File: config.mk
export PLATFORM = sky130hd
export DESIGN_NAME = arb_out_buffer_flat
export DESIGN_NICKNAME = d
export VERILOG_FILES = /design/src/rtl/arb_out_buffer_if.sv /design/src/rtl/arb_out_buffer.sv /design/src/flat_wrapper.sv
export SDC_FILE = /design/constraint.sdc
export NUM_CORES = 1
export LEC_CHECK = 0
export CAP_MARGIN = 25
export CORE_UTILIZATION = 58
export CTS_BUF_LIST = sky130_fd_sc_hd__clkbuf_8 sky130_fd_sc_hd__clkbuf_16
export DETAILED_ROUTE_END_ITERATION = 7
export GPL_TIMING_DRIVEN = 1
export PLACE_DENSITY_LB_ADDON = 0.05
export SYNTH_ARGS = -nofsm -noshare
export SYNTH_HDL_FRONTEND = slang
export SYNTH_SLANG_ARGS = --single-unit
File: constraint.sdc
create_clock -name BUS_CLK -period 8.97 [get_ports BUS_CLK]
set_input_delay 0.897 -clock BUS_CLK [delete_from_list [all_inputs] [get_ports BUS_CLK]]
set_output_delay 0.897 -clock BUS_CLK [all_outputs]
set_load 0.02 [all_outputs]
File: src/rtl/arb_out_buffer_if.sv
// rtl/arb_out_buffer_if.sv - arbiter/data-FIFO side signal bundle of the output buffer
interface arb_out_buffer_if #(
  parameter int DEPTH_LOG2 = 4
);
  logic                  ARB_WRITE;
  logic [31:0]           ARB_DATA;
  logic                  ARB_READY;
  logic                  FIFO_WRITE;
  logic [31:0]           FIFO_DATA;
  logic                  FIFO_FULL;
  logic                  FIFO_NEAR_FULL;
  logic [DEPTH_LOG2:0]   FILL;
  logic [15:0]           LOST_CNT;
  logic [31:0]           WORD_CNT;

  // Drives the arbiter and data-FIFO status side, observes the buffer.
  modport master (
    output ARB_WRITE, ARB_DATA, FIFO_FULL, FIFO_NEAR_FULL,
    input  ARB_READY, FIFO_WRITE, FIFO_DATA, FILL, LOST_CNT, WORD_CNT
  );

  // The buffer itself.
  modport slave (
    input  ARB_WRITE, ARB_DATA, FIFO_FULL, FIFO_NEAR_FULL,
    output ARB_READY, FIFO_WRITE, FIFO_DATA, FILL, LOST_CNT, WORD_CNT
  );
endinterface

File: src/rtl/arb_out_buffer.sv
// rtl/arb_out_buffer.sv - elastic buffer between readout arbiter and external data FIFO
module arb_out_buffer #(
  parameter int DEPTH_LOG2   = 4,
  parameter int READY_MARGIN = 2
) (
  input  logic               BUS_CLK,
  input  logic               BUS_RST,
  arb_out_buffer_if.slave    bus
);
  localparam int DEPTH = 2 ** DEPTH_LOG2;
  localparam int FW    = DEPTH_LOG2 + 1;

  localparam logic [FW-1:0] FILL_MAX    = FW'(DEPTH);
  localparam logic [FW-1:0] READY_LIMIT = FW'(DEPTH - READY_MARGIN);

  logic [31:0]           mem [DEPTH];
  logic [DEPTH_LOG2-1:0] wr_ptr;
  logic [DEPTH_LOG2-1:0] rd_ptr;
  logic [FW-1:0]         fill;
  logic [FW-1:0]         fill_next;

  logic                  push;
  logic                  drop;
  logic                  pop;

  logic                  fifo_write_q;
  logic [31:0]           fifo_data_q;
  logic                  arb_ready_q;
  logic [15:0]           lost_cnt_q;
  logic [31:0]           word_cnt_q;

  // Decide push/drop/pop from pre-edge occupancy; a word pushed now cannot pop now.
  always_comb begin
    push      = bus.ARB_WRITE && (fill != FILL_MAX);
    drop      = bus.ARB_WRITE && (fill == FILL_MAX);
    pop       = (fill != '0) && !bus.FIFO_FULL;
    fill_next = fill;
    case ({push, pop})
      2'b10:   fill_next = fill + FW'(1);
      2'b01:   fill_next = fill - FW'(1);
      default: fill_next = fill;
    endcase
  end

  // Storage array; contents need no reset because occupancy gates every read.
  always_ff @(posedge BUS_CLK) begin
    if (push) begin
      mem[wr_ptr] <= bus.ARB_DATA;
    end
  end

  // Pointers and occupancy; reset discards everything buffered.
  always_ff @(posedge BUS_CLK) begin
    if (BUS_RST) begin
      wr_ptr <= '0;
      rd_ptr <= '0;
      fill   <= '0;
    end else begin
      if (push) begin
        wr_ptr <= wr_ptr + 1'b1;
      end
      if (pop) begin
        rd_ptr <= rd_ptr + 1'b1;
      end
      fill <= fill_next;
    end
  end

  // Registered write strobe and data towards the data FIFO; data holds when idle.
  always_ff @(posedge BUS_CLK) begin
    if (BUS_RST) begin
      fifo_write_q <= 1'b0;
      fifo_data_q  <= '0;
    end else if (pop) begin
      fifo_write_q <= 1'b1;
      fifo_data_q  <= mem[rd_ptr];
    end else begin
      fifo_write_q <= 1'b0;
    end
  end

  // Saturating drop counter and wrapping delivered-word counter.
  always_ff @(posedge BUS_CLK) begin
    if (BUS_RST) begin
      lost_cnt_q <= '0;
      word_cnt_q <= '0;
    end else begin
      if (drop && (lost_cnt_q != 16'hFFFF)) begin
        lost_cnt_q <= lost_cnt_q + 16'd1;
      end
      if (pop) begin
        word_cnt_q <= word_cnt_q + 32'd1;
      end
    end
  end

  // Advisory ready: leaves READY_MARGIN slots for words already in flight.
  always_ff @(posedge BUS_CLK) begin
    if (BUS_RST) begin
      arb_ready_q <= 1'b0;
    end else begin
      arb_ready_q <= (fill_next <= READY_LIMIT) && !bus.FIFO_NEAR_FULL;
    end
  end

  assign bus.ARB_READY  = arb_ready_q;
  assign bus.FIFO_WRITE = fifo_write_q;
  assign bus.FIFO_DATA  = fifo_data_q;
  assign bus.FILL       = fill;
  assign bus.LOST_CNT   = lost_cnt_q;
  assign bus.WORD_CNT   = word_cnt_q;
endmodule

File: src/flat_wrapper.sv
// flat-port wrapper written by rule: the top's interface ports become plain ports
module arb_out_buffer_flat 
#(
  parameter int DEPTH_LOG2   = 4,
  parameter int READY_MARGIN = 2
)
  (BUS_CLK, BUS_RST, bus_ARB_WRITE, bus_ARB_DATA, bus_FIFO_FULL, bus_FIFO_NEAR_FULL, bus_ARB_READY, bus_FIFO_WRITE, bus_FIFO_DATA, bus_FILL, bus_LOST_CNT, bus_WORD_CNT);
  arb_out_buffer_if #(.DEPTH_LOG2(DEPTH_LOG2)) bus_i ();
  input  logic BUS_CLK;
  input  logic BUS_RST;
  input wire logic [$bits(bus_i.ARB_WRITE)-1:0] bus_ARB_WRITE;
  input wire logic [$bits(bus_i.ARB_DATA)-1:0] bus_ARB_DATA;
  input wire logic [$bits(bus_i.FIFO_FULL)-1:0] bus_FIFO_FULL;
  input wire logic [$bits(bus_i.FIFO_NEAR_FULL)-1:0] bus_FIFO_NEAR_FULL;
  output wire logic [$bits(bus_i.ARB_READY)-1:0] bus_ARB_READY;
  output wire logic [$bits(bus_i.FIFO_WRITE)-1:0] bus_FIFO_WRITE;
  output wire logic [$bits(bus_i.FIFO_DATA)-1:0] bus_FIFO_DATA;
  output wire logic [$bits(bus_i.FILL)-1:0] bus_FILL;
  output wire logic [$bits(bus_i.LOST_CNT)-1:0] bus_LOST_CNT;
  output wire logic [$bits(bus_i.WORD_CNT)-1:0] bus_WORD_CNT;
  assign bus_i.ARB_WRITE = bus_ARB_WRITE;
  assign bus_i.ARB_DATA = bus_ARB_DATA;
  assign bus_i.FIFO_FULL = bus_FIFO_FULL;
  assign bus_i.FIFO_NEAR_FULL = bus_FIFO_NEAR_FULL;
  assign bus_ARB_READY = bus_i.ARB_READY;
  assign bus_FIFO_WRITE = bus_i.FIFO_WRITE;
  assign bus_FIFO_DATA = bus_i.FIFO_DATA;
  assign bus_FILL = bus_i.FILL;
  assign bus_LOST_CNT = bus_i.LOST_CNT;
  assign bus_WORD_CNT = bus_i.WORD_CNT;
  arb_out_buffer #(.DEPTH_LOG2(DEPTH_LOG2), .READY_MARGIN(READY_MARGIN)) u_core (.BUS_CLK(BUS_CLK), .BUS_RST(BUS_RST), .bus(bus_i));
endmodule
==> impl_metrics.ini, run 1 <==
[yosys]
synth_fp_nets = 1350
yosysWarnings = 0
ys_async_sr_fraction_pct = 0
synth_top_area_share_pct = 65.0
ys_ff_latch = 607
ys_types = 55
ys_top_cells_by_area = edfxtp_1 (65%), mux4_2 (12%), dfxtp_1 (8.0%), a22o_1 (2.4%), a21oi_1 (1.3%)
syn-instance-count = 1301
ys.flop_type = edfxtp_1
synth.top_cells.by_count = edfxtp_1 (512), mux4_2 (128), dfxtp_1 (95)
yosys.area.top_type = edfxtp_1
ys_seq_area_share_pct = 73.1
synth_edf_count = 512
yosysMostFrequentCell = edfxtp_1
synth.cell_area_sq_mm = 0.0236
syn_avg_cell_area_sq_um = 18.2

[worst_setup_path]
worstPathArrival_ps = 3910
slowest_stage = buf_4
cp.required_ps = 9410
path_max_fanout = 51
r2r_cells = 6
crit_path_end_kind = register
start_kind = register
path_cells = buf_4, buf_4, mux4_2, a22o_1, o21ai_0, a21oi_1
crit_type = register to register
r2r_end = u_core.bus.FIFO_DATA[30]$_SDFFE_PP0P_
ff2ff_setup_slack_ps = 5500
crit_top_cell = buf_4
max_stage_delay_ps = 720
r2r_start = u_core.rd_ptr[2]$_SDFFE_PP0P_

[cells_and_area]
seq_area_sq_mm = 0.0173
final_nets = 1486
final_util_pct = 68.4
n_antenna_cell = 0
multiInputGateArea_sq_mm = 0.00614
drive_above_1_share_pct = 19.2
fill_cells = 2655
syn_to_final_growth_pct = 15.7
finalInstanceArea_sq_mm = 0.0274

[job]
cap_violations = 0

[cts]
cts_setup_buffers = 0
cts_sinks = 607
insertion_delay_ps = 610
ctsResizeCount = 0
cts_hold_buf = 0
cts_tree = yes
root_buffer = clkbuf_16
clockBufferDepth = 3
numCtsBuffers = 58
clk_pin_slew_ps = 60
htreeDepth = 2

[pwr]
p_int_uw = 4800
p_per_area_mw_per_mm2 = 235
peakVddDrop_mv = 0.189
leakage_uw = 0.00867
p_clk_share_pct = 33.9
switchingPower_uw = 1640
comb_power_share_pct = 15.4
swShare_pct = 25.4
p_seq_share_pct = 50.7

[drt]
wl_um = 49900
ant_nets = 0
vias = 12600
wl_per_cell_um = 24.8
drtPass1Iterations = 5
routed_via_density = 6.25
drc_errors = 0
drtIter0Drc = 1092

[floorplanning]
die_w_um = 204
start_util_pct = 59.1
fp.dieH_um = 204
core_sq_mm = 0.0400
die_area_sq_mm = 0.0416
boundaryPins = 124
rows = 73

[placement]
placed_area_sq_mm = 0.0256
dpl.hpwl_um = 28000
globalplace.congestion = 0.787
port_buffers = 123

[timing]
max_slew_margin_pct = 34.3
worst_pin_slew_ps = 986
finalHoldViolCount = 0
maxSlewViolCount = 0
max_freq_mhz = 288
fin_worst_skew_ps = 23.5
finalSetupViolCount = 0
tns_ps = 0
rsz0062_at_grt = false
period_share_pct = 38.7
finalCriticalPeriod_ps = 3470
hold_ws_ps = 453

[grt]
grt_pass1_vias = 12400
overflow = 0
grt_start_max_net_pins = 62
grt_usage_pct = 24.5
antenna_found_initial = 0
grt_pass1_wl_um = 75100

[outcome]
status = complete, no violations

[min_path]
hold_start = u_core.bus.FIFO_DATA[16]$_SDFFE_PP0P_
whs_path_depth = 2
hold_path_end = u_core.bus.FIFO_DATA[16]$_SDFFE_PP0P_
hold_path.class = register to register
## worst max-delay path by stage
stage | from | slack (ps) | end
floorplan | bus_ARB_WRITE | 4850 | u_core.mem[1][0]$_DFFE_PP_
global placement | bus_ARB_WRITE | 4990 | u_core.mem[2][6]$_DFFE_PP_
detailed placement | bus_ARB_WRITE | 4990 | u_core.mem[2][6]$_DFFE_PP_
CTS | u_core.rd_ptr[1]$_SDFFE_PP0P_ | 5380 | u_core.bus.FIFO_DATA[2]$_SDFFE_PP0P_
global route | u_core.rd_ptr[1]$_SDFFE_PP0P_ | 5220 | u_core.bus.FIFO_DATA[14]$_SDFFE_PP0P_
finish | u_core.rd_ptr[2]$_SDFFE_PP0P_ | 5500 | u_core.bus.FIFO_DATA[30]$_SDFFE_PP0P_
## worst max-delay path: cells and delay by family (launching register included)
| family | cells | cell delay [ps] |
|---|---|---|
| buf+inv | 2 | 1400 |
| compound gates | 3 | 810 |
| flops | 1 | 640 |
| mux | 1 | 400 |
## through the flow
step | worst slack, ps | total power, uW | std cells
after global routing | 5220 | 6670 | 2009
after CTS | 5380 | 6490 | 2007
after floorplan | 4850 | 3940 | 1301
final | 5500 | 6440 | 2009
after detailed placement | 4990 | 4320 | 1900
after global placement | 4990 | 4290 | 1895
## sequential cells by signal (all words and copies together) (netlist names)
name and flops:
u_core.mem 512, u_core.bus.FIFO_DATA 32, u_core.bus.WORD_CNT 32, u_core.bus.LOST_CNT 16, u_core.bus.FILL 5, u_core.rd_ptr 4
u_core.wr_ptr 4, u_core.bus.ARB_READY 1, u_core.bus.FIFO_WRITE 1
## cell type report
cell class              count  share of cell area (%)
flip-flops and latches    607                    63.2
multi-input cells         607                    22.4
repair buffers            150                    5.61
clock buffers              60                    5.41
well taps                 525                    2.40
clock inverters            47                   0.796
inverters                  13                   0.178
## kinds of logic after synthesis
family                   synth area share [%]
flip-flops                               73.1
AND/OR/NAND/NOR                          5.11
AO/OA/AOI/OAI                            5.66
multiplexers                             13.4
buffers and inverters                    1.55
XOR/XNOR                                0.556
adder cells (fa/ha/maj)                 0.667
## layout by cell type, fill, tap and decap left out, drive strengths merged, types with 44 or more instances in the layout
cell type,instances
clkdlybuf4s50,122
nor2,57
nand2,52
dfxtp,95
mux4,128
a21oi,61
edfxtp,512
o21ai,44
clkbuf,60
a22o,64
## metal layers
metal	GRT usage [%]	wire (um)	vias up
met5	0	0	-
met4	6.95	1050	0
met3	3.54	2670	74
met2	39.1	24000	395
met1	35.5	22200	6552
li1	-	-	5540
## power groups by stage
stage          logic [uW]  registers [uW]  clock network [uW]
2_1_floorplan         569            3370                   0
3_3_place_gp          972            3320                   0
3_5_place_dp          991            3330                   0
4_1_cts               995            3270                2220
5_1_grt              1060            3280                2330
6_report              989            3270                2180
No activity file was read; power rests on OpenSTA's default activity.
==> run 2: changes to the inputs <==
- clock period: 8.97 -> 3.5 ns (I/O delays scaled with it)
==> run 2 against run 1 <==
Net effect:
- largest power group unchanged
- worst setup slack lost 5000 ps
- sequential share of layout area shrank 0.62 points
- power increased to 2.6 times the previous value
- utilization increased by 0.68 points
- die area is the same
==> impl_metrics.ini, run 2 (synthesis results as in run 1) <==
[outcome]
status = complete, no violations

[floorplanning]
boundaryPins = 124
start_util_pct = 59.1
die_area_sq_mm = 0.0416
fp.dieH_um = 204
rows = 73
core_sq_mm = 0.0400
die_w_um = 204

[drt]
drtPass1Iterations = 5
drc_errors = 0
routed_via_density = 6.16
wl_per_cell_um = 24.8
ant_nets = 0
wl_um = 50200
vias = 12500
drtIter0Drc = 1255

[timing]
maxSlewViolCount = 0
rsz0062_at_grt = false
fin_worst_skew_ps = 14.3
max_slew_margin_pct = 32.0
tns_ps = 0
finalCriticalPeriod_ps = 3010
finalSetupViolCount = 0
period_share_pct = 86.1
worst_pin_slew_ps = 1020
max_freq_mhz = 332
finalHoldViolCount = 0

[grt]
grt_pass1_vias = 12800
overflow = 0
grt_pass1_wl_um = 76600
antenna_found_initial = 1
grt_usage_pct = 25.0
grt_start_max_net_pins = 91

[cts]
cts_hold_buf = 0
clk_pin_slew_ps = 60
insertion_delay_ps = 600
root_buffer = clkbuf_16
clockBufferDepth = 3
ctsResizeCount = 0
cts_setup_buffers = 0
cts_tree = yes
htreeDepth = 2
numCtsBuffers = 58
cts_sinks = 607

[cells_and_area]
max_flop_register = u_core.mem
n_antenna_cell = 0
largest_reg_flops = 512
final_cell_mix = edfxtp_1 (512), mux4_2 (128), clkdlybuf4s50_1 (122)
drive_above_1_share_pct = 20.2
layout_commonest_cell = edfxtp_1
syn_to_final_growth_pct = 16.9
final_nets = 1499
fill_cells = 2674

[worst_setup_path]
cp.required_ps = 4000
crit_top_cell = ha_1
crit_buf_inv = 1
crit_path_end_kind = register
crit_type = register to register
worstPathArrival_ps = 3510
start_kind = register
r2r_start = u_core.bus.FILL[0]$_SDFF_PP0_
path_max_fanout = 12
path_cells = or4_4, o21ai_4, inv_2, ha_1, ha_1, a21oi_1, a211o_1, and3_1, nor4b_1
max_stage_delay_ps = 680
slowest_stage = or4_4
crit_start = u_core.bus.FILL[0]$_SDFF_PP0_
path_delay_family = simple AND/OR/NAND/NOR gates

[placement]
port_buffers = 123
dpl.hpwl_um = 28400
globalplace.congestion = 0.785

[job]
cap_violations = 0

[min_path]
hold_path.class = input pin to register
hold_start = BUS_RST

[pwr]
p_per_area_mw_per_mm2 = 609
leakage_uw = 0.00876
peakVddDrop_mv = 0.478
power_uw = 16800
[run 2: cell count changes in the layout (fill, tap and decap cells not counted), moves of 4 or more]
cell	previous run	this run
clkbuf_8	2	8
buf_4	21	30
buf_12	5	11
clkinv_2	10	4
clkinv_1	12	8
nor3_4	0	4
nor3_2	4	0
[run 2: worst paths after layout]
check	end	slack, ps	cells after the start
min	u_core.bus.FIFO_WRITE$_SDFF_PP0_	400	2
max reg2reg	u_core.bus.ARB_READY$_SDFF_PP0_	490	9
max	u_core.bus.ARB_READY$_SDFF_PP0_	490	9
min reg2reg	u_core.bus.FIFO_DATA[30]$_SDFFE_PP0P_	450	2
[run 2: metrics by stage]
step                setup WS [ps]  utilization, %  hold WS [ps]  cell area (sq um)  cells
floorplan                     354               -           449              23700   1301
CTS                           485            69.1           364              27600   2023
global route                  242            69.1           414              27600   2023
global placement              632            64.5           441              25800   1915
detailed placement            495            64.5           448              25800   1915
finish                        486            69.1           404              27600   2023
[run 2: power by group]
group	total, uW	switching, uW	internal, uW
Clock	5900	2550	3350
Sequential	8350	187	8160
Combinational	2580	1440	1140
Total	16800	4180	12700
[run 2: layout make-up]
cell class	instances	area, sq um	area share, %
multi-input cells	607	6160	22.3
repair buffers	163	1670	6.03
clock inverters	41	225	0.815
inverters	13	48.8	0.177
clock buffers	67	1590	5.74
flip-flops and latches	607	17300	62.6
well taps	525	657	2.38
[run 2: worst register-to-register path: stages, from the launching register on]
cell,delay [ps]
dfxtp_1,420
or4_4,680
o21ai_4,180
inv_2,50
ha_1,280
ha_1,400
a21oi_1,110
a211o_1,310
and3_1,180
nor4b_1,290
[run 2: per-layer routing]
layer | part of all wire [%] | up-vias | track usage [%] | routed length (um)
met5 | 0.024 | - | 0 | 12
met4 | 2.2 | 2 | 6.93 | 1100
met3 | 5.4 | 78 | 3.71 | 2730
met2 | 49 | 354 | 41.2 | 24800
met1 | 43 | 6449 | 35.2 | 21600
li1 | - | 5569 | - | -
==> run 3: changes to the inputs <==
- RECOVER_POWER: unset -> 100
==> run 3 against run 2 <==
Net effect:
- sequential power about the same
- largest power group unchanged
- wire length about the same
- clock power about the same
- highest routed layer unchanged
- critical endpoint is now u_core.mem[13][24]$_DFFE_PP_
- sequential cell count unchanged
==> impl_metrics.ini, run 3 (synthesis results as in run 1) <==
[outcome]
status = complete, no violations

[cts]
cts_setup_buffers = 0
cts_tree = yes
clockBufferDepth = 3
insertion_delay_ps = 610
numCtsBuffers = 58
root_buffer = clkbuf_16
cts_sinks = 607
clk_pin_slew_ps = 60
cts_hold_buf = 0
ctsResizeCount = 0
htreeDepth = 2

[floorplanning]
start_util_pct = 59.1
boundaryPins = 124
die_w_um = 204
core_sq_mm = 0.0400
rows = 73
fp.dieH_um = 204
die_area_sq_mm = 0.0416

[worst_setup_path]
crit_start = u_core.bus.FILL[0]$_SDFF_PP0_
r2r_start = u_core.bus.FILL[0]$_SDFF_PP0_
path_max_fanout = 22
cp.required_ps = 3790
r2r_end = u_core.mem[13][24]$_DFFE_PP_
crit_cells = 7
worstPathArrival_ps = 3400
crit_buf_inv = 3
path_cells = nor4_1, clkbuf_1, a21boi_1, buf_4, nand2_1, nor2_1, buf_12
crit_type = register to register
slowest_stage = nor2_1
r2r_cells = 7
start_kind = register
crit_path_end_kind = register
ff2ff_setup_slack_ps = 390
path_delay_family = simple AND/OR/NAND/NOR gates
endpoint = u_core.mem[13][24]$_DFFE_PP_
max_stage_delay_ps = 1100

[timing]
worst_pin_slew_ps = 1450
period_share_pct = 88.7
finalHoldViolCount = 0
tns_ps = 0
finalCriticalPeriod_ps = 3110
fin_worst_skew_ps = 13.8
max_freq_mhz = 322
max_slew_margin_pct = 3.31
maxSlewViolCount = 0
finalSetupViolCount = 0
rsz0062_at_grt = false

[drt]
route.met3.wl_um = 2780
wl_met2_um = 24900
highest_layer = met5
drtPass1Iterations = 5
vias = 12500
drtIter0Drc = 1255
wl_met1_um = 21400
ant_nets = 0
wl_um = 50200
drc_errors = 0
routed_via_density = 6.17
wl_per_cell_um = 24.8

[grt]
antenna_found_initial = 1
grt_pass1_vias = 12800
grt_start_max_net_pins = 91
grt_pass1_wl_um = 76600
overflow = 0
grt_usage_pct = 25.0

[placement]
port_buffers = 123
placed_area_sq_mm = 0.0258
dpl.hpwl_um = 28400
globalplace.congestion = 0.785

[cells_and_area]
layout_commonest_cell = edfxtp_1
final_util_pct = 68.6
largest_reg_flops = 512
max_flop_register = u_core.mem
final_nets = 1499
multiInputGateArea_sq_mm = 0.00605
n_antenna_cell = 0
finalInstanceArea_sq_mm = 0.0274
final_cell_mix = edfxtp_1 (512), mux4_2 (128), dlygate4sd3_1 (119)
drive_above_1_share_pct = 18.8
syn_to_final_growth_pct = 16.1
fill_cells = 2711
seq_area_sq_mm = 0.0173

[pwr]
peakVddDrop_mv = 0.480
switchingPower_uw = 4130
p_seq_share_pct = 50.0
comb_power_share_pct = 14.7
swShare_pct = 24.8
p_int_uw = 12600
leakage_uw = 0.00899
p_clk_share_pct = 35.4
p_per_area_mw_per_mm2 = 608

[min_path]
hold_path.class = input pin to register

[job]
cap_violations = 0
-- run 3: cell count changes in the layout (fill, tap and decap cells not counted), moves of 3 or more --
cell	change
nor2_4	-6
o21ai_0	+3
clkdlybuf4s50_1	-119
clkbuf_1	+9
buf_4	-19
clkbuf_2	+11
nor2_1	+6
dlygate4sd3_1	+119
-- run 3: how the worst min path moves through the flow --
stage	depth (start not counted)	endpoint	startpoint	slack [ps]
after CTS	2	u_core.wr_ptr[0]$_SDFFE_PP0P_	BUS_RST	360
after global routing	2	u_core.bus.FIFO_WRITE$_SDFF_PP0_	BUS_RST	420
after global placement	2	u_core.bus.FIFO_DATA[2]$_SDFFE_PP0P_	u_core.bus.FIFO_DATA[2]$_SDFFE_PP0P_	440
after floorplan	0	u_core.mem[0][0]$_DFFE_PP_	bus_ARB_DATA[0]	450
after detailed placement	2	u_core.bus.FIFO_DATA[30]$_SDFFE_PP0P_	u_core.bus.FIFO_DATA[30]$_SDFFE_PP0P_	450
final	2	u_core.bus.FIFO_WRITE$_SDFF_PP0_	BUS_RST	380
-- run 3: final cells by class --
type,instances,share of cell area [%]
flip-flops and latches,607,63.0
multi-input cells,607,22.0
repair buffers,163,5.80
clock buffers,67,5.78
well taps,525,2.39
clock inverters,41,0.821
inverters,13,0.178
-- run 3: stage by stage --
stage / instances / hold WS (ps) / setup slack [ps] / total power, uW
finish: 2023 / 384 / 395 / 16700
global route: 2023 / 416 / 135 / 17300
CTS: 2023 / 364 / 485 / 17000
detailed placement: 1915 / 448 / 495 / 11100
global placement: 1915 / 441 / 632 / 11000
floorplan: 1301 / 449 / 354 / 10100
-- run 3: routing by layer --
metal	GRT usage (%)	vias to the layer above
li1	-	5570
met1	35.2	6482
met2	41.2	352
met3	3.71	78
met4	6.93	2
met5	0	-
-- run 3: power groups by stage --
stage	combinational, uW	clock [uW]	sequential, uW
final	2450	5900	8340
after global routing	2650	6270	8370
after CTS	2610	6010	8350
after detailed placement	2600	0	8500
after global placement	2560	0	8480
after floorplan	1460	0	8640
